<file path="src/rtl/sram_req_adapter_if.sv">
// Initiator-side request/response channel of sram_req_adapter.
// The adapter is the slave; whoever issues requests and takes responses is the master.
interface sram_req_adapter_if #(
    parameter int unsigned AddrWidth = 9,
    parameter int unsigned DataWidth = 32,
    parameter int unsigned BeWidth   = 4
);
    logic                 req_valid_i;
    logic                 req_ready_o;
    logic                 req_we_i;
    logic [AddrWidth-1:0] req_addr_i;
    logic [DataWidth-1:0] req_wdata_i;
    logic [BeWidth-1:0]   req_be_i;
    logic                 rsp_valid_o;
    logic                 rsp_ready_i;
    logic [DataWidth-1:0] rsp_rdata_o;
    logic [1:0]           rsp_rerror_o;

    modport master (
        output req_valid_i, req_we_i, req_addr_i, req_wdata_i, req_be_i, rsp_ready_i,
        input  req_ready_o, rsp_valid_o, rsp_rdata_o, rsp_rerror_o
    );

    modport slave (
        input  req_valid_i, req_we_i, req_addr_i, req_wdata_i, req_be_i, rsp_ready_i,
        output req_ready_o, rsp_valid_o, rsp_rdata_o, rsp_rerror_o
    );
endinterface

</file>
<file path="src/rtl/sram_req_adapter.sv">
// Valid/ready front end for a fixed-latency single-port SRAM. Credits bound the number of
// unpopped requests so the response FIFO can always absorb what the unstallable SRAM returns.
module sram_req_adapter #(
    parameter int unsigned NumWords  = 512,
    parameter int unsigned DataWidth = 32,
    parameter int unsigned ByteWidth = 8,
    parameter int unsigned Latency   = 1,
    parameter int unsigned RspDepth  = 4,
    parameter int unsigned AddrWidth = (NumWords > 1) ? $clog2(NumWords) : 1,
    parameter int unsigned BeWidth   = (DataWidth + ByteWidth - 1) / ByteWidth
) (
    input  logic                 clk_i,
    input  logic                 rst_ni,
    sram_req_adapter_if.slave    bus,
    output logic                 sram_req_o,
    output logic                 sram_we_o,
    output logic [AddrWidth-1:0] sram_addr_o,
    output logic [DataWidth-1:0] sram_wdata_o,
    output logic [BeWidth-1:0]   sram_be_o,
    input  logic [DataWidth-1:0] sram_rdata_i,
    input  logic                 sram_rvalid_i,
    input  logic [1:0]           sram_rerror_i,
    output logic                 err_o
);
    localparam int unsigned CntWidth = $clog2(RspDepth + 1);
    localparam int unsigned PtrWidth = (RspDepth > 1) ? $clog2(RspDepth) : 1;
    localparam logic [CntWidth-1:0] DepthCnt = CntWidth'(RspDepth);
    localparam logic [PtrWidth-1:0] LastPtr  = PtrWidth'(RspDepth - 1);

    typedef struct packed {
        logic [DataWidth-1:0] rdata;
        logic [1:0]           rerror;
    } rsp_entry_t;

    logic [CntWidth-1:0] credit_q, credit_d;
    logic [CntWidth-1:0] inflight_q, inflight_d;
    logic [CntWidth-1:0] count_q, count_d;
    logic [PtrWidth-1:0] wptr_q, wptr_d;
    logic [PtrWidth-1:0] rptr_q, rptr_d;
    logic                err_q, err_d;
    rsp_entry_t          mem_q [RspDepth];
    rsp_entry_t          head;

    logic accept, pop, stray, rsp_ret, fifo_full, push, overflow;

    // Ready depends on registered credits only, so no path exists from rsp_ready_i or req_valid_i.
    assign bus.req_ready_o = (credit_q < DepthCnt);
    assign accept          = bus.req_valid_i & bus.req_ready_o;

    assign sram_req_o   = accept;
    assign sram_we_o    = bus.req_we_i;
    assign sram_addr_o  = bus.req_addr_i;
    assign sram_wdata_o = bus.req_wdata_i;
    assign sram_be_o    = bus.req_be_i;

    assign bus.rsp_valid_o = (count_q != '0);
    assign pop             = bus.rsp_valid_o & bus.rsp_ready_i;

    // A response nobody asked for is flagged and dropped without touching any counter.
    assign stray     = sram_rvalid_i & (inflight_q == '0) & ~accept;
    assign rsp_ret   = sram_rvalid_i & ~stray;
    assign fifo_full = (count_q == DepthCnt);
    assign push      = rsp_ret & (~fifo_full | pop);
    assign overflow  = rsp_ret & fifo_full & ~pop;

    function automatic logic [PtrWidth-1:0] ptr_inc(input logic [PtrWidth-1:0] p);
        return (p == LastPtr) ? '0 : p + 1'b1;
    endfunction

    always_comb begin
        // NOTE: every target gets a default first so no path through this block infers a latch.
        credit_d   = credit_q;
        inflight_d = inflight_q;
        count_d    = count_q;
        wptr_d     = wptr_q;
        rptr_d     = rptr_q;
        err_d      = err_q | stray | overflow;

        case ({accept, pop})
            2'b10:   credit_d = credit_q + 1'b1;
            2'b01:   credit_d = credit_q - 1'b1;
            default: ;
        endcase

        case ({accept, rsp_ret})
            2'b10:   inflight_d = inflight_q + 1'b1;
            2'b01:   inflight_d = inflight_q - 1'b1;
            default: ;
        endcase

        case ({push, pop})
            2'b10:   count_d = count_q + 1'b1;
            2'b01:   count_d = count_q - 1'b1;
            default: ;
        endcase

        if (push) wptr_d = ptr_inc(wptr_q);
        if (pop)  rptr_d = ptr_inc(rptr_q);
    end

    always_ff @(posedge clk_i or negedge rst_ni) begin
        if (!rst_ni) begin
            credit_q   <= '0;
            inflight_q <= '0;
            count_q    <= '0;
            wptr_q     <= '0;
            rptr_q     <= '0;
            err_q      <= 1'b0;
        end else begin
            credit_q   <= credit_d;
            inflight_q <= inflight_d;
            count_q    <= count_d;
            wptr_q     <= wptr_d;
            rptr_q     <= rptr_d;
            err_q      <= err_d;
        end
    end

    // NOTE: storage is not reset; the output mux below hides stale entries while the FIFO is empty.
    always_ff @(posedge clk_i) begin
        if (push) mem_q[wptr_q] <= rsp_entry_t'({sram_rdata_i, sram_rerror_i});
    end

    always_comb begin
        head = '0;
        if (bus.rsp_valid_o) head = mem_q[rptr_q];
    end

    assign bus.rsp_rdata_o  = head.rdata;
    assign bus.rsp_rerror_o = head.rerror;
    assign err_o            = err_q;

    param_legal_a: assert property (@(posedge clk_i)
        (Latency >= 1) && (Latency <= 3) && (RspDepth >= Latency + 1));
    credit_bound_a: assert property (@(posedge clk_i) disable iff (!rst_ni)
        (credit_q <= DepthCnt) && (inflight_q <= credit_q));
endmodule

</file>
<file path="src/flat_wrapper.sv">
// flat-port wrapper written by rule: the top's interface ports become plain ports
module sram_req_adapter_flat 
#(
    parameter int unsigned NumWords  = 512,
    parameter int unsigned DataWidth = 32,
    parameter int unsigned ByteWidth = 8,
    parameter int unsigned Latency   = 1,
    parameter int unsigned RspDepth  = 4,
    parameter int unsigned AddrWidth = (NumWords > 1) ? $clog2(NumWords) : 1,
    parameter int unsigned BeWidth   = (DataWidth + ByteWidth - 1) / ByteWidth
)
  (clk_i, rst_ni, sram_req_o, sram_we_o, sram_addr_o, sram_wdata_o, sram_be_o, sram_rdata_i, sram_rvalid_i, sram_rerror_i, err_o, bus_req_valid_i, bus_req_we_i, bus_req_addr_i, bus_req_wdata_i, bus_req_be_i, bus_rsp_ready_i, bus_req_ready_o, bus_rsp_valid_o, bus_rsp_rdata_o, bus_rsp_rerror_o);
  sram_req_adapter_if #(.AddrWidth(AddrWidth), .DataWidth(DataWidth), .BeWidth(BeWidth)) bus_i ();
  input  logic clk_i;
  input  logic rst_ni;
  output logic sram_req_o;
  output logic sram_we_o;
  output logic [AddrWidth-1:0] sram_addr_o;
  output logic [DataWidth-1:0] sram_wdata_o;
  output logic [BeWidth-1:0] sram_be_o;
  input  logic [DataWidth-1:0] sram_rdata_i;
  input  logic sram_rvalid_i;
  input  logic [1:0] sram_rerror_i;
  output logic err_o;
  input wire logic [$bits(bus_i.req_valid_i)-1:0] bus_req_valid_i;
  input wire logic [$bits(bus_i.req_we_i)-1:0] bus_req_we_i;
  input wire logic [$bits(bus_i.req_addr_i)-1:0] bus_req_addr_i;
  input wire logic [$bits(bus_i.req_wdata_i)-1:0] bus_req_wdata_i;
  input wire logic [$bits(bus_i.req_be_i)-1:0] bus_req_be_i;
  input wire logic [$bits(bus_i.rsp_ready_i)-1:0] bus_rsp_ready_i;
  output wire logic [$bits(bus_i.req_ready_o)-1:0] bus_req_ready_o;
  output wire logic [$bits(bus_i.rsp_valid_o)-1:0] bus_rsp_valid_o;
  output wire logic [$bits(bus_i.rsp_rdata_o)-1:0] bus_rsp_rdata_o;
  output wire logic [$bits(bus_i.rsp_rerror_o)-1:0] bus_rsp_rerror_o;
  assign bus_i.req_valid_i = bus_req_valid_i;
  assign bus_i.req_we_i = bus_req_we_i;
  assign bus_i.req_addr_i = bus_req_addr_i;
  assign bus_i.req_wdata_i = bus_req_wdata_i;
  assign bus_i.req_be_i = bus_req_be_i;
  assign bus_i.rsp_ready_i = bus_rsp_ready_i;
  assign bus_req_ready_o = bus_i.req_ready_o;
  assign bus_rsp_valid_o = bus_i.rsp_valid_o;
  assign bus_rsp_rdata_o = bus_i.rsp_rdata_o;
  assign bus_rsp_rerror_o = bus_i.rsp_rerror_o;
  sram_req_adapter #(.NumWords(NumWords), .DataWidth(DataWidth), .ByteWidth(ByteWidth), .Latency(Latency), .RspDepth(RspDepth), .AddrWidth(AddrWidth), .BeWidth(BeWidth)) u_core (.clk_i(clk_i), .rst_ni(rst_ni), .bus(bus_i), .sram_req_o(sram_req_o), .sram_we_o(sram_we_o), .sram_addr_o(sram_addr_o), .sram_wdata_o(sram_wdata_o), .sram_be_o(sram_be_o), .sram_rdata_i(sram_rdata_i), .sram_rvalid_i(sram_rvalid_i), .sram_rerror_i(sram_rerror_i), .err_o(err_o));
endmodule
</file>
<file path="config.mk">
export PLATFORM = sky130hd
export DESIGN_NAME = sram_req_adapter_flat
export DESIGN_NICKNAME = d
export VERILOG_FILES = /design/src/rtl/sram_req_adapter_if.sv /design/src/rtl/sram_req_adapter.sv /design/src/flat_wrapper.sv
export SDC_FILE = /design/constraint.sdc
export NUM_CORES = 1
export LEC_CHECK = 0
export CAP_MARGIN = 20
export CORE_ASPECT_RATIO = 0.9
export CORE_MARGIN = 10
export CORE_UTILIZATION = 52
export DETAILED_ROUTE_END_ITERATION = 10
export PLACE_DENSITY = 0.91
export SETUP_SLACK_MARGIN = 0.02
export SYNTH_ARGS = -nofsm -noshare
export SYNTH_HDL_FRONTEND = slang
export SYNTH_SLANG_ARGS = --single-unit
export TNS_END_PERCENT = 5
</file>
<file path="constraint.sdc">
create_clock -name clk_i -period 6.2 [get_ports clk_i]
set_clock_uncertainty 0.15 [all_clocks]
set_input_delay 1.24 -clock clk_i [delete_from_list [all_inputs] [get_ports clk_i]]
set_output_delay 1.24 -clock clk_i [all_outputs]
set_load 0.05 [all_outputs]
</file>
==> flow_summary.html, run 1 <==
<table>
<tr><th>Metric</th><th>Value</th></tr>
<tr><th colspan="2">Outcome</th></tr>
<tr><td>Result of the run</td><td>finished, final reports clean</td></tr>
<tr><th colspan="2">Floorplanning</th></tr>
<tr><td>CORE AREA</td><td>12100 um^2</td></tr>
<tr><td>Overall die area</td><td>17200 um^2</td></tr>
<tr><td>Die span in y</td><td>125 um</td></tr>
<tr><td>Initial core utilization</td><td>53.0%</td></tr>
<tr><td>Standard-cell row count</td><td>38</td></tr>
<tr><td>Number of ports placed on the die boundary</td><td>169</td></tr>
<tr><td>Die width</td><td>137 um</td></tr>
<tr><th colspan="2">Synth</th></tr>
<tr><td>Async set-or-reset flop fraction in the synthesized netlist</td><td>9.33%</td></tr>
<tr><td>Post-Synthesis Cells</td><td>347</td></tr>
<tr><td>Post-synth top flop</td><td>sky130_fd_sc_hd__edfxtp_1</td></tr>
<tr><td>Avg Synthesized Cell Area</td><td>18.5 um^2</td></tr>
<tr><td>Synthesized netlist net count</td><td>442</td></tr>
<tr><td>Number of enable-type register cells in the synthesized netlist</td><td>136</td></tr>
<tr><td>Post-Synthesis Cell Area</td><td>6400 um^2</td></tr>
<tr><td>Synth warn</td><td>0</td></tr>
<tr><td>Post-synthesis sequential element count</td><td>150</td></tr>
<tr><td>Sequential area share after synthesis</td><td>69.2%</td></tr>
<tr><td>Distinct cells, synth</td><td>37</td></tr>
<tr><th colspan="2">Timing</th></tr>
<tr><td>Clock period minus worst slack</td><td>4.53 ns</td></tr>
<tr><td>Worst slew pin tran</td><td>0.992 ns</td></tr>
<tr><td>Total negative slack for setup checks</td><td>0 ns</td></tr>
<tr><td>RSZ-0062 raised after global routing</td><td>false</td></tr>
<tr><td>Number of pins exceeding their max-slew limit in the final report</td><td>0</td></tr>
<tr><td>Number of setup violations in the final report</td><td>0</td></tr>
<tr><td>Worst-case headroom to the max-slew limit</td><td>33.9%</td></tr>
<tr><td>Achievable Freq</td><td>221 MHz</td></tr>
<tr><td>Total count of hold-check failures in the final report</td><td>0</td></tr>
<tr><td>Setup slack after layout</td><td>1.67 ns</td></tr>
<tr><td>Post-route fraction of the period consumed by the critical path</td><td>73.1%</td></tr>
<tr><th colspan="2">Routing</th></tr>
<tr><td>Drt initial violations</td><td>192</td></tr>
<tr><td>Sum of routed wire length over all layers</td><td>13100 um</td></tr>
<tr><td>Wire per inst</td><td>23.5 um</td></tr>
<tr><td>Detailed-router iteration count before antenna repair</td><td>4</td></tr>
<tr><td>Ratio of routed vias to standard cells</td><td>5.47</td></tr>
<tr><td>Remaining antenna violation count after routing</td><td>0</td></tr>
<tr><td>DRC errors left</td><td>0</td></tr>
<tr><td>Via count</td><td>3054</td></tr>
<tr><th colspan="2">Min path</th></tr>
<tr><td>Endpoint with the worst hold slack</td><td>u_core.err_o$_DFF_PN0_</td></tr>
<tr><td>Worst hold path stage count</td><td>1</td></tr>
<tr><td>Type of the worst min-delay path</td><td>reg2reg</td></tr>
<tr><td>Source of the worst hold timing path</td><td>u_core.err_o$_DFF_PN0_</td></tr>
<tr><th colspan="2">Clock network</th></tr>
<tr><td>Clock network latency to the later pin of the worst-skew pair</td><td>0.42 ns</td></tr>
<tr><td>Total clock sinks</td><td>150</td></tr>
<tr><td>Number of levels in the clock H-tree</td><td>4</td></tr>
<tr><td>Longest Clk Path Bufs</td><td>2</td></tr>
<tr><td>Num CTS Buffers</td><td>17</td></tr>
<tr><td>Post-cts sizing count</td><td>0</td></tr>
<tr><td>CTS clock-pin slew for the worst setup and hold paths</td><td>0.06 ns</td></tr>
<tr><td>Clock tree from TritonCTS</td><td>yes</td></tr>
<tr><td>Hold Buf Count CTS</td><td>0</td></tr>
<tr><td>Post-CTS setup repair buffer count</td><td>0</td></tr>
<tr><td>Cell at the root of the clock tree</td><td>sky130_fd_sc_hd__clkbuf_16</td></tr>
<tr><th colspan="2">Cells and area</th></tr>
<tr><td>Layout Utilization</td><td>62.7%</td></tr>
<tr><td>Most common library cell in the layout ignoring fill and taps</td><td>sky130_fd_sc_hd__edfxtp_1</td></tr>
<tr><td>Area grow syn2layout</td><td>18.2%</td></tr>
<tr><td>Share of layout cells above drive strength 1</td><td>21.1%</td></tr>
<tr><td>Top library cells by usage in the layout, fill and taps aside</td><td>sky130_fd_sc_hd__edfxtp_1 (136), sky130_fd_sc_hd__clkdlybuf4s50_1 (76), sky130_fd_sc_hd__mux4_2 (34), sky130_fd_sc_hd__and2_1 (34), sky130_fd_sc_hd__clkbuf_16 (17)</td></tr>
<tr><td>Area occupied by registers</td><td>4440 um^2</td></tr>
<tr><td>Total area of multi-input combinational cells</td><td>1520 um^2</td></tr>
<tr><td>Number of inserted diodes</td><td>0</td></tr>
<tr><td>Filler cell count</td><td>858</td></tr>
<tr><td>Layout net count</td><td>480</td></tr>
<tr><td>Post-route non-filler standard cell count</td><td>558</td></tr>
<tr><th colspan="2">Pwr</th></tr>
<tr><td>Static leakage</td><td>2.57 nW</td></tr>
<tr><td>Maximum vdd ir drop</td><td>0.000271 V</td></tr>
<tr><td>Ratio of total power to cell area</td><td>586 nW/um^2</td></tr>
<tr><td>Post-route total power</td><td>0.00444 W</td></tr>
<tr><th colspan="2">Critical path</th></tr>
<tr><td>Crit Path Category</td><td>reg2out</td></tr>
<tr><td>CP arrival</td><td>3.14 ns</td></tr>
<tr><td>Worst-case reg-to-reg path depth</td><td>8</td></tr>
<tr><td>Maximum fanout encountered on the critical timing path</td><td>23</td></tr>
<tr><td>Crit end category</td><td>output pin</td></tr>
<tr><td>Worst flop-to-flop path endpoint</td><td>u_core.count_q[2]$_DFFE_PN0P_</td></tr>
<tr><td>Data required, critical path</td><td>4.81 ns</td></tr>
<tr><td>Crit. Startpoint</td><td>u_core.rptr_q[0]$_DFFE_PN0P_</td></tr>
<tr><td>Type of element launching the critical path</td><td>register</td></tr>
<tr><td>Flop2flop setup slack</td><td>3.35 ns</td></tr>
<tr><td>R2R Path Start</td><td>u_core.count_q[2]$_DFFE_PN0P_</td></tr>
<tr><th colspan="2">Place</th></tr>
<tr><td>Placer Congestion</td><td>0.658</td></tr>
<tr><td>Buffers on Ports</td><td>76</td></tr>
<tr><td>Worst slack, placed</td><td>2.01 ns</td></tr>
<tr><td>Placed Cells incl. Taps</td><td>526</td></tr>
<tr><td>Half-perimeter wire length of the detailed placement result</td><td>8630 um</td></tr>
<tr><th colspan="2">Global route</th></tr>
<tr><td>First-pass GRT wire length</td><td>19900 um</td></tr>
<tr><td>Pin count of the biggest net entering global routing</td><td>37</td></tr>
<tr><td>Via count of the first global-routing pass</td><td>3365</td></tr>
<tr><td>GRT Resource Usage Total</td><td>15.7%</td></tr>
<tr><td>Initial antenna violation count</td><td>0</td></tr>
<tr><td>GRT overflow</td><td>0</td></tr>
<tr><th colspan="2">Job</th></tr>
<tr><td>Max-cap violations</td><td>0</td></tr>
</table>
kinds of logic (layout without fill, tap and decap cells):
family | after synthesis | after routing | share of synthesized area (%)
buffers and inverters | 71 | 122 | 7.05
AOI/OAI and AO/OA | 9 | 9 | 1.41
adders and majority gates | 10 | 10 | 2.31
muxes | 44 | 44 | 13.8
and+or+nand+nor | 56 | 56 | 5.28
xor gates and xnor gates | 7 | 7 | 0.957
DFF | 150 | 150 | 69.2
through the flow:
stage / area, um^2 / hold slack (ns)
5_1_grt: 7570 / 0.354
3_3_place_gp: 6980 / 0.304
4_1_cts: 7570 / 0.326
6_report: 7570 / 0.317
3_5_place_dp: 7010 / 0.301
2_1_floorplan: 6400 / 0.296
worst max-delay path, stage by stage, from the launching register on:
cell                              delay [ns]
sky130_fd_sc_hd__dfrtp_2                0.83
sky130_fd_sc_hd__buf_4                  0.43
sky130_fd_sc_hd__mux4_2                 0.54
sky130_fd_sc_hd__and2_1                 0.19
sky130_fd_sc_hd__clkdlybuf4s50_1        0.71
layout make-up:
class | count | share of cell area [%]
flip-flops and latches | 150 | 58.6
multi-input cells | 126 | 20.1
clock inverters | 13 | 1.75
well taps | 160 | 2.64
inverters | 12 | 0.661
clock buffers | 19 | 5.72
repair buffers | 78 | 10.5
layer usage:
| layer | global-route usage, % | up-vias | wire length, um |
|---|---|---|---|
| li1 | - | 1352 | - |
| met1 | 17.1 | 1555 | 4740 |
| met2 | 26.7 | 108 | 6990 |
| met3 | 5.56 | 39 | 976 |
| met4 | 7.74 | 0 | 379 |
| met5 | 0 | - | 0 |
worst max path at each step:
| stage | slack [ns] | endpoint | cells past startpoint |
|---|---|---|---|
| final | 1.67 | bus_rsp_rdata_o[15] | 4 |
| after global routing | 1.43 | bus_rsp_rdata_o[15] | 4 |
| after CTS | 1.56 | bus_rsp_rdata_o[15] | 4 |
| after detailed placement | 2.01 | bus_rsp_rdata_o[19] | 4 |
| after global placement | 2.05 | bus_rsp_rdata_o[24] | 4 |
| after floorplan | 2.78 | u_core.mem_q[3][0]$_DFFE_PP_ | 5 |
state kept, by name, summed over array words and instances (netlist names):
signal and count:
u_core.rptr_q 2, u_core.err_o 1, u_core.inflight_q 3, u_core.credit_q 3, u_core.mem_q 136, u_core.wptr_q 2, u_core.count_q 3
power breakdown:
group	total, W	switching, W	leakage, nW	internal [W]
logic	0.00194	0.00115	0.888	0.000788
registers	0.00153	0.000174	1.41	0.00136
clock network	0.000971	0.000382	0.272	0.000589
total	0.00444	0.00171	2.57	0.00273
synthesized netlist by cell type, drive strengths merged (3+ instances only):
| library cell | instances | area share [%] |
|---|---|---|
| mux2i | 4 | 0.68 |
| inv | 12 | 0.78 |
| fa | 3 | 0.94 |
| and2 | 38 | 3.7 |
| edfxtp | 136 | 64 |
| clkbuf | 6 | 0.35 |
| nor2 | 5 | 0.29 |
| buf | 53 | 5.9 |
| mux2 | 6 | 1.1 |
| nand2 | 4 | 0.35 |
| dfrtp | 14 | 5.5 |
| mux4 | 34 | 12 |
| ha | 7 | 1.4 |
| xnor2 | 5 | 0.68 |
(Power assumes the default switching activity.)
==> inputs of run 2 (changes only) <==
--- a/config.mk
+++ b/config.mk
@@ -8,9 +8,9 @@
 export CAP_MARGIN = 20
 export CORE_ASPECT_RATIO = 0.9
 export CORE_MARGIN = 10
-export CORE_UTILIZATION = 52
+export CORE_UTILIZATION = 44
 export DETAILED_ROUTE_END_ITERATION = 10
-export PLACE_DENSITY = 0.91
+export PLACE_DENSITY = 0.82
 export SETUP_SLACK_MARGIN = 0.02
 export SYNTH_ARGS = -nofsm -noshare
 export SYNTH_HDL_FRONTEND = slang
==> constraint.sdc (replaced) <==
create_clock -name clk_i -period 3.9 [get_ports clk_i]
set_clock_uncertainty 0.15 [all_clocks]
set_input_delay 0.78 -clock clk_i [delete_from_list [all_inputs] [get_ports clk_i]]
set_output_delay 0.78 -clock clk_i [all_outputs]
set_load 0.05 [all_outputs]
==> flow_summary.html, run 2 (synthesized netlist as in run 1, its figures left out) <==
<table>
<tr><th>Metric</th><th>Value</th></tr>
<tr><th colspan="2">Place</th></tr>
<tr><td>Buffers on Ports</td><td>76 (unchanged)</td></tr>
<tr><td>Placed Cells incl. Taps</td><td>566 (was 526)</td></tr>
<tr><td>Placer Congestion</td><td>0.761 (was 0.658)</td></tr>
<tr><td>Placed cell areas</td><td>7150 um^2 (was 7010 um^2)</td></tr>
<tr><td>Half-perimeter wire length of the detailed placement result</td><td>8470 um (was 8630 um)</td></tr>
<tr><td>Worst slack, placed</td><td>0.425 ns (was 2.01 ns)</td></tr>
<tr><th colspan="2">Routing</th></tr>
<tr><td>Remaining antenna violation count after routing</td><td>0 (unchanged)</td></tr>
<tr><td>Detailed-router iteration count before antenna repair</td><td>4 (unchanged)</td></tr>
<tr><td>DRC errors left</td><td>0 (unchanged)</td></tr>
<tr><td>Met2 Wirelength</td><td>6310 um (was 6990 um)</td></tr>
<tr><td>Ratio of routed vias to standard cells</td><td>5.18 (was 5.47)</td></tr>
<tr><td>Met1 layer wirelength in the final routing</td><td>5020 um (was 4740 um)</td></tr>
<tr><td>Drt initial violations</td><td>198 (was 192)</td></tr>
<tr><td>DR WL met3</td><td>883 um (was 976 um)</td></tr>
<tr><td>Top layer used by detailed routing</td><td>met4 (unchanged)</td></tr>
<tr><td>Sum of routed wire length over all layers</td><td>12800 um (was 13100 um)</td></tr>
<tr><td>Wire per inst</td><td>21.4 um (was 23.5 um)</td></tr>
<tr><td>Via count</td><td>3112 (was 3054)</td></tr>
<tr><th colspan="2">Floorplanning</th></tr>
<tr><td>Die width</td><td>147 um (was 137 um)</td></tr>
<tr><td>Standard-cell row count</td><td>41 (was 38)</td></tr>
<tr><td>Initial core utilization</td><td>45.2% (was 53.0%)</td></tr>
<tr><td>Die span in y</td><td>134 um (was 125 um)</td></tr>
<tr><td>Overall die area</td><td>19800 um^2 (was 17200 um^2)</td></tr>
<tr><td>Number of ports placed on the die boundary</td><td>169 (unchanged)</td></tr>
<tr><td>CORE AREA</td><td>14200 um^2 (was 12100 um^2)</td></tr>
<tr><th colspan="2">Timing</th></tr>
<tr><td>Worst slew pin tran</td><td>0.854 ns (was 0.992 ns)</td></tr>
<tr><td>Total negative slack for setup checks</td><td>0 ns (unchanged)</td></tr>
<tr><td>Clock period minus worst slack</td><td>3.67 ns</td></tr>
<tr><td>Number of pins exceeding their max-slew limit in the final report</td><td>0 (unchanged)</td></tr>
<tr><td>Setup slack after layout</td><td>0.225 ns (was 1.67 ns)</td></tr>
<tr><td>Number of setup violations in the final report</td><td>0 (unchanged)</td></tr>
<tr><td>RSZ-0062 raised after global routing</td><td>false (unchanged)</td></tr>
<tr><td>Total count of hold-check failures in the final report</td><td>0 (unchanged)</td></tr>
<tr><td>Achievable Freq</td><td>272 MHz</td></tr>
<tr><td>Worst-case headroom to the max-slew limit</td><td>43.1% (was 33.9%)</td></tr>
<tr><td>Post-route fraction of the period consumed by the critical path</td><td>94.2%</td></tr>
<tr><th colspan="2">Cells and area</th></tr>
<tr><td>Top library cells by usage in the layout, fill and taps aside</td><td>sky130_fd_sc_hd__edfxtp_1 (136), sky130_fd_sc_hd__clkdlybuf4s50_1 (75), sky130_fd_sc_hd__mux4_2 (34), sky130_fd_sc_hd__and2_1 (34), sky130_fd_sc_hd__clkbuf_16 (17) (was sky130_fd_sc_hd__edfxtp_1 (136), sky130_fd_sc_hd__clkdlybuf4s50_1 (76), sky130_fd_sc_hd__mux4_2 (34), sky130_fd_sc_hd__and2_1 (34), sky130_fd_sc_hd__clkbuf_16 (17))</td></tr>
<tr><td>Area occupied by registers</td><td>4440 um^2 (unchanged)</td></tr>
<tr><td>Largest register FFs</td><td>136 (unchanged)</td></tr>
<tr><td>Area grow syn2layout</td><td>21.1% (was 18.2%)</td></tr>
<tr><td>Post-route non-filler standard cell count</td><td>601 (was 558)</td></tr>
<tr><td>Share of layout cells above drive strength 1</td><td>23.9% (was 21.1%)</td></tr>
<tr><td>Most flop-heavy register</td><td>u_core.mem_q (unchanged)</td></tr>
<tr><td>Layout net count</td><td>488 (was 480)</td></tr>
<tr><td>Most common library cell in the layout ignoring fill and taps</td><td>sky130_fd_sc_hd__edfxtp_1 (unchanged)</td></tr>
<tr><td>Filler cell count</td><td>1106 (was 858)</td></tr>
<tr><td>Finished Cell Area</td><td>7750 um^2 (was 7570 um^2)</td></tr>
<tr><td>Total area of multi-input combinational cells</td><td>1520 um^2 (unchanged)</td></tr>
<tr><th colspan="2">Clock network</th></tr>
<tr><td>Hold Buf Count CTS</td><td>0 (unchanged)</td></tr>
<tr><td>Total clock sinks</td><td>150 (unchanged)</td></tr>
<tr><td>Cell at the root of the clock tree</td><td>sky130_fd_sc_hd__clkbuf_16 (unchanged)</td></tr>
<tr><td>Number of levels in the clock H-tree</td><td>4 (unchanged)</td></tr>
<tr><td>CTS clock-pin slew for the worst setup and hold paths</td><td>0.06 ns (about the same)</td></tr>
<tr><td>Longest Clk Path Bufs</td><td>2 (unchanged)</td></tr>
<tr><td>Clock tree from TritonCTS</td><td>yes (unchanged)</td></tr>
<tr><td>Clock network latency to the later pin of the worst-skew pair</td><td>0.41 ns (was 0.42 ns)</td></tr>
<tr><td>Post-cts sizing count</td><td>0 (unchanged)</td></tr>
<tr><td>Post-CTS setup repair buffer count</td><td>0 (unchanged)</td></tr>
<tr><td>Num CTS Buffers</td><td>17 (unchanged)</td></tr>
<tr><th colspan="2">Job</th></tr>
<tr><td>Max-cap violations</td><td>0 (unchanged)</td></tr>
<tr><th colspan="2">Outcome</th></tr>
<tr><td>Result of the run</td><td>finished, final reports clean (unchanged)</td></tr>
<tr><th colspan="2">Global route</th></tr>
<tr><td>Initial antenna violation count</td><td>1 (was 0)</td></tr>
<tr><td>First-pass GRT wire length</td><td>20200 um (was 19900 um)</td></tr>
<tr><td>Pin count of the biggest net entering global routing</td><td>38 (was 37)</td></tr>
<tr><td>Via count of the first global-routing pass</td><td>3524 (was 3365)</td></tr>
<tr><td>GRT overflow</td><td>0 (unchanged)</td></tr>
<tr><td>GRT Resource Usage Total</td><td>13.5% (was 15.7%)</td></tr>
<tr><th colspan="2">Critical path</th></tr>
<tr><td>Type of element launching the critical path</td><td>register (unchanged)</td></tr>
<tr><td>Critical Path Slowest Stage Cell</td><td>sky130_fd_sc_hd__dfrtp_2 (unchanged)</td></tr>
<tr><td>Longest individual stage delay on the worst path</td><td>0.92 ns (was 0.83 ns)</td></tr>
<tr><td>Crit Path Category</td><td>reg2out (unchanged)</td></tr>
<tr><td>CP arrival</td><td>2.74 ns (was 3.14 ns)</td></tr>
<tr><td>Crit end category</td><td>output pin (unchanged)</td></tr>
<tr><td>Maximum fanout encountered on the critical timing path</td><td>33 (was 23)</td></tr>
<tr><td>Data required, critical path</td><td>2.97 ns (was 4.81 ns)</td></tr>
<tr><td>Cell chain of the critical path</td><td>buf_4 &gt; mux4_2 &gt; and2_1 &gt; clkdlybuf4s50_1 (unchanged)</td></tr>
<tr><th colspan="2">Pwr</th></tr>
<tr><td>Maximum vdd ir drop</td><td>0.000495 V (was 0.000271 V)</td></tr>
<tr><td>Ratio of total power to cell area</td><td>928 nW/um^2 (was 586 nW/um^2)</td></tr>
<tr><td>Static leakage</td><td>2.62 nW (was 2.57 nW)</td></tr>
<tr><th colspan="2">Min path</th></tr>
<tr><td>Type of the worst min-delay path</td><td>reg2reg (unchanged)</td></tr>
</table>
==> run 2: path summary, 6_finish.rpt <==
path | from | depth (start not counted) | slack [ns] | to
hold reg to reg | u_core.err_o$_DFF_PN0_ | 1 | 0.31 | u_core.err_o$_DFF_PN0_
setup / recovery | u_core.rptr_q[1]$_DFFE_PN0P_ | 4 | 0.23 | bus_rsp_rdata_o[2]
min in group asynchronous | rst_ni | 1 | 0.63 | u_core.inflight_q[0]$_DFFE_PN0P_
setup reg to reg | u_core.count_q[2]$_DFFE_PN0P_ | 7 | 1.03 | u_core.count_q[2]$_DFFE_PN0P_
hold / removal | u_core.err_o$_DFF_PN0_ | 1 | 0.31 | u_core.err_o$_DFF_PN0_
max in group asynchronous | rst_ni | 1 | 2.48 | u_core.rptr_q[0]$_DFFE_PN0P_
==> run 2: area by class of cell <==
type / count / share of cell area [%]
diodes: 2 / 0.0645
clock buffers: 17 / 5.49
clock inverters: 15 / 2.02
inverters: 12 / 0.645
multi-input cells: 126 / 19.6
flip-flops and latches: 150 / 57.2
well taps: 193 / 3.11
repair buffers: 86 / 11.8
==> run 2: critical path, delay by kind of cell (launching register included) <==
| family | cells | cell delay (ns) |
|---|---|---|
| buffers and inverters | 2 | 0.96 |
| AND/OR/NAND/NOR | 1 | 0.17 |
| multiplexers | 1 | 0.27 |
| flip-flops | 1 | 0.92 |
==> run 2: metal layers <==
metal	track usage [%]	up-vias
li1	-	1371
met1	14.9	1582
met2	21.3	104
met3	5.48	55
met4	8.91	0
met5	0	-
==> run 2: through the flow <==
| step | hold slack [ns] | total power (W) | utilization (%) |
|---|---|---|---|
| after floorplan | 0.296 | 0.00470 | - |
| after global placement | 0.299 | 0.00559 | 50.5 |
| after detailed placement | 0.307 | 0.00568 | 50.5 |
| after CTS | 0.322 | 0.00729 | 54.6 |
| after global routing | 0.354 | 0.00756 | 54.7 |
| final | 0.313 | 0.00719 | 54.8 |
==> run 2: where the power goes <==
group / switching (W) / internal [W] / leakage (nW) / total, W
clock: 0.000641 / 0.000943 / 0.272 / 0.00158
sequential: 0.000240 / 0.00215 / 1.41 / 0.00239
combinational: 0.00189 / 0.00133 / 0.945 / 0.00322
total: 0.00277 / 0.00442 / 2.62 / 0.00719
==> inputs of run 3 (changes only) <==
--- a/config.mk
+++ b/config.mk
@@ -7,10 +7,10 @@
 export LEC_CHECK = 0
 export CAP_MARGIN = 20
 export CORE_ASPECT_RATIO = 0.9
-export CORE_MARGIN = 10
-export CORE_UTILIZATION = 44
+export CORE_MARGIN = 2
+export CORE_UTILIZATION = 37
 export DETAILED_ROUTE_END_ITERATION = 10
-export PLACE_DENSITY = 0.82
+export PLACE_DENSITY = 0.72
 export SETUP_SLACK_MARGIN = 0.02
 export SYNTH_ARGS = -nofsm -noshare
 export SYNTH_HDL_FRONTEND = slang
==> flow_summary.html, run 3 (synthesized netlist as in run 1, its figures left out) <==
<table>
<tr><th>Metric</th><th>Value</th></tr>
<tr><th colspan="2">Outcome</th></tr>
<tr><td>Result of the run</td><td>finished, final reports clean (unchanged)</td></tr>
<tr><th colspan="2">Cells and area</th></tr>
<tr><td>Largest register FFs</td><td>136 (unchanged)</td></tr>
<tr><td>Post-route non-filler standard cell count</td><td>622 (was 601)</td></tr>
<tr><td>Layout net count</td><td>493 (was 488)</td></tr>
<tr><td>Most flop-heavy register</td><td>u_core.mem_q (unchanged)</td></tr>
<tr><td>Share of layout cells above drive strength 1</td><td>24.6% (was 23.9%)</td></tr>
<tr><td>Finished Cell Area</td><td>7730 um^2 (was 7750 um^2)</td></tr>
<tr><td>Number of inserted diodes</td><td>0 (was 2)</td></tr>
<tr><td>Area grow syn2layout</td><td>20.7% (was 21.1%)</td></tr>
<tr><td>Most common library cell in the layout ignoring fill and taps</td><td>sky130_fd_sc_hd__edfxtp_1 (unchanged)</td></tr>
<tr><td>Filler cell count</td><td>1451 (was 1106)</td></tr>
<tr><td>Top library cells by usage in the layout, fill and taps aside</td><td>sky130_fd_sc_hd__edfxtp_1 (136), sky130_fd_sc_hd__clkdlybuf4s50_1 (74), sky130_fd_sc_hd__mux4_2 (34), sky130_fd_sc_hd__and2_1 (34), sky130_fd_sc_hd__clkbuf_16 (17) (was sky130_fd_sc_hd__edfxtp_1 (136), sky130_fd_sc_hd__clkdlybuf4s50_1 (75), sky130_fd_sc_hd__mux4_2 (34), sky130_fd_sc_hd__and2_1 (34), sky130_fd_sc_hd__clkbuf_16 (17))</td></tr>
<tr><td>Layout Utilization</td><td>45.8% (was 54.8%)</td></tr>
<tr><th colspan="2">Critical path</th></tr>
<tr><td>Maximum fanout encountered on the critical timing path</td><td>12 (was 33)</td></tr>
<tr><td>Critical path buffer and inverter count</td><td>2 (unchanged)</td></tr>
<tr><td>CP arrival</td><td>2.71 ns (was 2.74 ns)</td></tr>
<tr><td>Longest individual stage delay on the worst path</td><td>0.71 ns (was 0.92 ns)</td></tr>
<tr><td>Type of element launching the critical path</td><td>register (unchanged)</td></tr>
<tr><td>Critical path's top delay family</td><td>buffers and inverters (unchanged)</td></tr>
<tr><td>Data required, critical path</td><td>2.97 ns (about the same)</td></tr>
<tr><td>Cell chain of the critical path</td><td>buf_4 &gt; mux4_2 &gt; and2_1 &gt; clkdlybuf4s50_1 (unchanged)</td></tr>
<tr><td>Critical Path Slowest Stage Cell</td><td>sky130_fd_sc_hd__clkdlybuf4s50_1 (was sky130_fd_sc_hd__dfrtp_2)</td></tr>
<tr><td>Crit end category</td><td>output pin (unchanged)</td></tr>
<tr><td>Crit Path Category</td><td>reg2out (unchanged)</td></tr>
<tr><th colspan="2">Routing</th></tr>
<tr><td>Wire per inst</td><td>19.9 um (was 21.4 um)</td></tr>
<tr><td>Remaining antenna violation count after routing</td><td>0 (unchanged)</td></tr>
<tr><td>DRC errors left</td><td>0 (unchanged)</td></tr>
<tr><td>Sum of routed wire length over all layers</td><td>12400 um (was 12800 um)</td></tr>
<tr><td>Via count</td><td>3135 (was 3112)</td></tr>
<tr><td>Detailed-router iteration count before antenna repair</td><td>4 (unchanged)</td></tr>
<tr><td>Drt initial violations</td><td>200 (was 198)</td></tr>
<tr><td>Ratio of routed vias to standard cells</td><td>5.04 (was 5.18)</td></tr>
<tr><th colspan="2">Timing</th></tr>
<tr><td>Worst slew pin tran</td><td>0.681 ns (was 0.854 ns)</td></tr>
<tr><td>Post-route fraction of the period consumed by the critical path</td><td>93.4% (was 94.2%)</td></tr>
<tr><td>Number of setup violations in the final report</td><td>0 (unchanged)</td></tr>
<tr><td>Clock period minus worst slack</td><td>3.64 ns (was 3.67 ns)</td></tr>
<tr><td>Achievable Freq</td><td>275 MHz (was 272 MHz)</td></tr>
<tr><td>Total count of hold-check failures in the final report</td><td>0 (unchanged)</td></tr>
<tr><td>RSZ-0062 raised after global routing</td><td>false (unchanged)</td></tr>
<tr><td>Total negative slack for setup checks</td><td>0 ns (unchanged)</td></tr>
<tr><td>Number of pins exceeding their max-slew limit in the final report</td><td>0 (unchanged)</td></tr>
<tr><td>Worst-case headroom to the max-slew limit</td><td>54.5% (was 43.1%)</td></tr>
<tr><th colspan="2">Global route</th></tr>
<tr><td>GRT Resource Usage Total</td><td>14.2% (was 13.5%)</td></tr>
<tr><td>First-pass GRT wire length</td><td>18900 um (was 20200 um)</td></tr>
<tr><td>Pin count of the biggest net entering global routing</td><td>35 (was 38)</td></tr>
<tr><td>Initial antenna violation count</td><td>0 (was 1)</td></tr>
<tr><td>GRT overflow</td><td>0 (unchanged)</td></tr>
<tr><td>Via count of the first global-routing pass</td><td>3439 (was 3524)</td></tr>
<tr><th colspan="2">Clock network</th></tr>
<tr><td>Longest Clk Path Bufs</td><td>2 (unchanged)</td></tr>
<tr><td>Total clock sinks</td><td>150 (unchanged)</td></tr>
<tr><td>Hold Buf Count CTS</td><td>0 (unchanged)</td></tr>
<tr><td>Num CTS Buffers</td><td>17 (unchanged)</td></tr>
<tr><td>CTS clock-pin slew for the worst setup and hold paths</td><td>0.06 ns (about the same)</td></tr>
<tr><td>Clock tree from TritonCTS</td><td>yes (unchanged)</td></tr>
<tr><td>Post-cts sizing count</td><td>0 (unchanged)</td></tr>
<tr><td>Cell at the root of the clock tree</td><td>sky130_fd_sc_hd__clkbuf_16 (unchanged)</td></tr>
<tr><td>Post-CTS setup repair buffer count</td><td>0 (unchanged)</td></tr>
<tr><td>Clock network latency to the later pin of the worst-skew pair</td><td>0.41 ns (about the same)</td></tr>
<tr><td>Number of levels in the clock H-tree</td><td>4 (unchanged)</td></tr>
<tr><th colspan="2">Floorplanning</th></tr>
<tr><td>Initial core utilization</td><td>37.9% (was 45.2%)</td></tr>
<tr><td>Die span in y</td><td>129 um (was 134 um)</td></tr>
<tr><td>Number of ports placed on the die boundary</td><td>169 (unchanged)</td></tr>
<tr><td>Overall die area</td><td>18400 um^2 (was 19800 um^2)</td></tr>
<tr><td>Die width</td><td>143 um (was 147 um)</td></tr>
<tr><td>CORE AREA</td><td>16900 um^2 (was 14200 um^2)</td></tr>
<tr><td>Standard-cell row count</td><td>45 (was 41)</td></tr>
<tr><th colspan="2">Place</th></tr>
<tr><td>Buffers on Ports</td><td>76 (unchanged)</td></tr>
<tr><td>Placed cell areas</td><td>7190 um^2 (was 7150 um^2)</td></tr>
<tr><td>Half-perimeter wire length of the detailed placement result</td><td>8290 um (was 8470 um)</td></tr>
<tr><td>Placed Cells incl. Taps</td><td>590 (was 566)</td></tr>
<tr><td>Placer Congestion</td><td>0.729 (was 0.761)</td></tr>
<tr><th colspan="2">Job</th></tr>
<tr><td>Max-cap violations</td><td>0 (unchanged)</td></tr>
<tr><th colspan="2">Pwr</th></tr>
<tr><td>Static leakage</td><td>2.63 nW (was 2.62 nW)</td></tr>
<tr><td>Post-route total power</td><td>0.00707 W (was 0.00719 W)</td></tr>
<tr><td>Maximum vdd ir drop</td><td>0.000545 V (was 0.000495 V)</td></tr>
<tr><td>Ratio of total power to cell area</td><td>915 nW/um^2 (was 928 nW/um^2)</td></tr>
<tr><th colspan="2">Min path</th></tr>
<tr><td>Type of the worst min-delay path</td><td>reg2reg (unchanged)</td></tr>
</table>
==> run 3: path summary, 6_finish.rpt <==
path / startpoint / to / slack (ns) / cells after the start
worst max-delay path: u_core.rptr_q[0]$_DFFE_PN0P_ / bus_rsp_rdata_o[11] / 0.26 / 4
worst min-delay path: u_core.credit_q[0]$_DFFE_PN0P_ / u_core.credit_q[0]$_DFFE_PN0P_ / 0.33 / 1
worst max register to register: u_core.count_q[2]$_DFFE_PN0P_ / u_core.count_q[1]$_DFFE_PN0P_ / 1.25 / 9
worst min register to register: u_core.credit_q[0]$_DFFE_PN0P_ / u_core.credit_q[0]$_DFFE_PN0P_ / 0.33 / 1
max in group asynchronous: rst_ni / u_core.rptr_q[1]$_DFFE_PN0P_ / 2.49 / 1
min in group asynchronous: rst_ni / u_core.credit_q[0]$_DFFE_PN0P_ / 0.63 / 1
==> run 3: stage by stage <==
stage	setup WS [ns]	hold slack, ns
floorplan	0.941	0.296
global placement	0.585	0.311
detailed placement	0.526	0.315
CTS	0.177	0.325
global route	0.108	0.347
finish	0.258	0.325
==> run 3: routing by layer <==
layer  vias to the layer above  global-route usage [%]  wire length (um)  share of wire [%]
li1                       1383                       -                 -                  -
met1                      1602                    17.5              5050                 41
met2                       104                    23.0              6160                 50
met3                        46                    4.58               774                6.3
met4                         0                    6.41               379                3.1
met5                         -                       0                 0                  0
==> run 3: cell type report <==
class / instances / area (um^2) / area share [%]
clock buffer: 17 / 425 / 5.50
tap: 211 / 264 / 3.41
sequential: 150 / 4440 / 57.4
timing repair buffer: 91 / 918 / 11.9
multi-input combinational: 126 / 1520 / 19.7
inverter: 12 / 50.0 / 0.647
clock inverter: 15 / 114 / 1.47
==> run 3: where the power goes <==
group | internal [W] | switching [W] | leakage, nW | total, W
Combinational | 0.00131 | 0.00196 | 0.961 | 0.00327
Clock | 0.000865 | 0.000612 | 0.267 | 0.00148
Sequential | 0.00215 | 0.000177 | 1.41 | 0.00233
Total | 0.00433 | 0.00274 | 2.63 | 0.00707
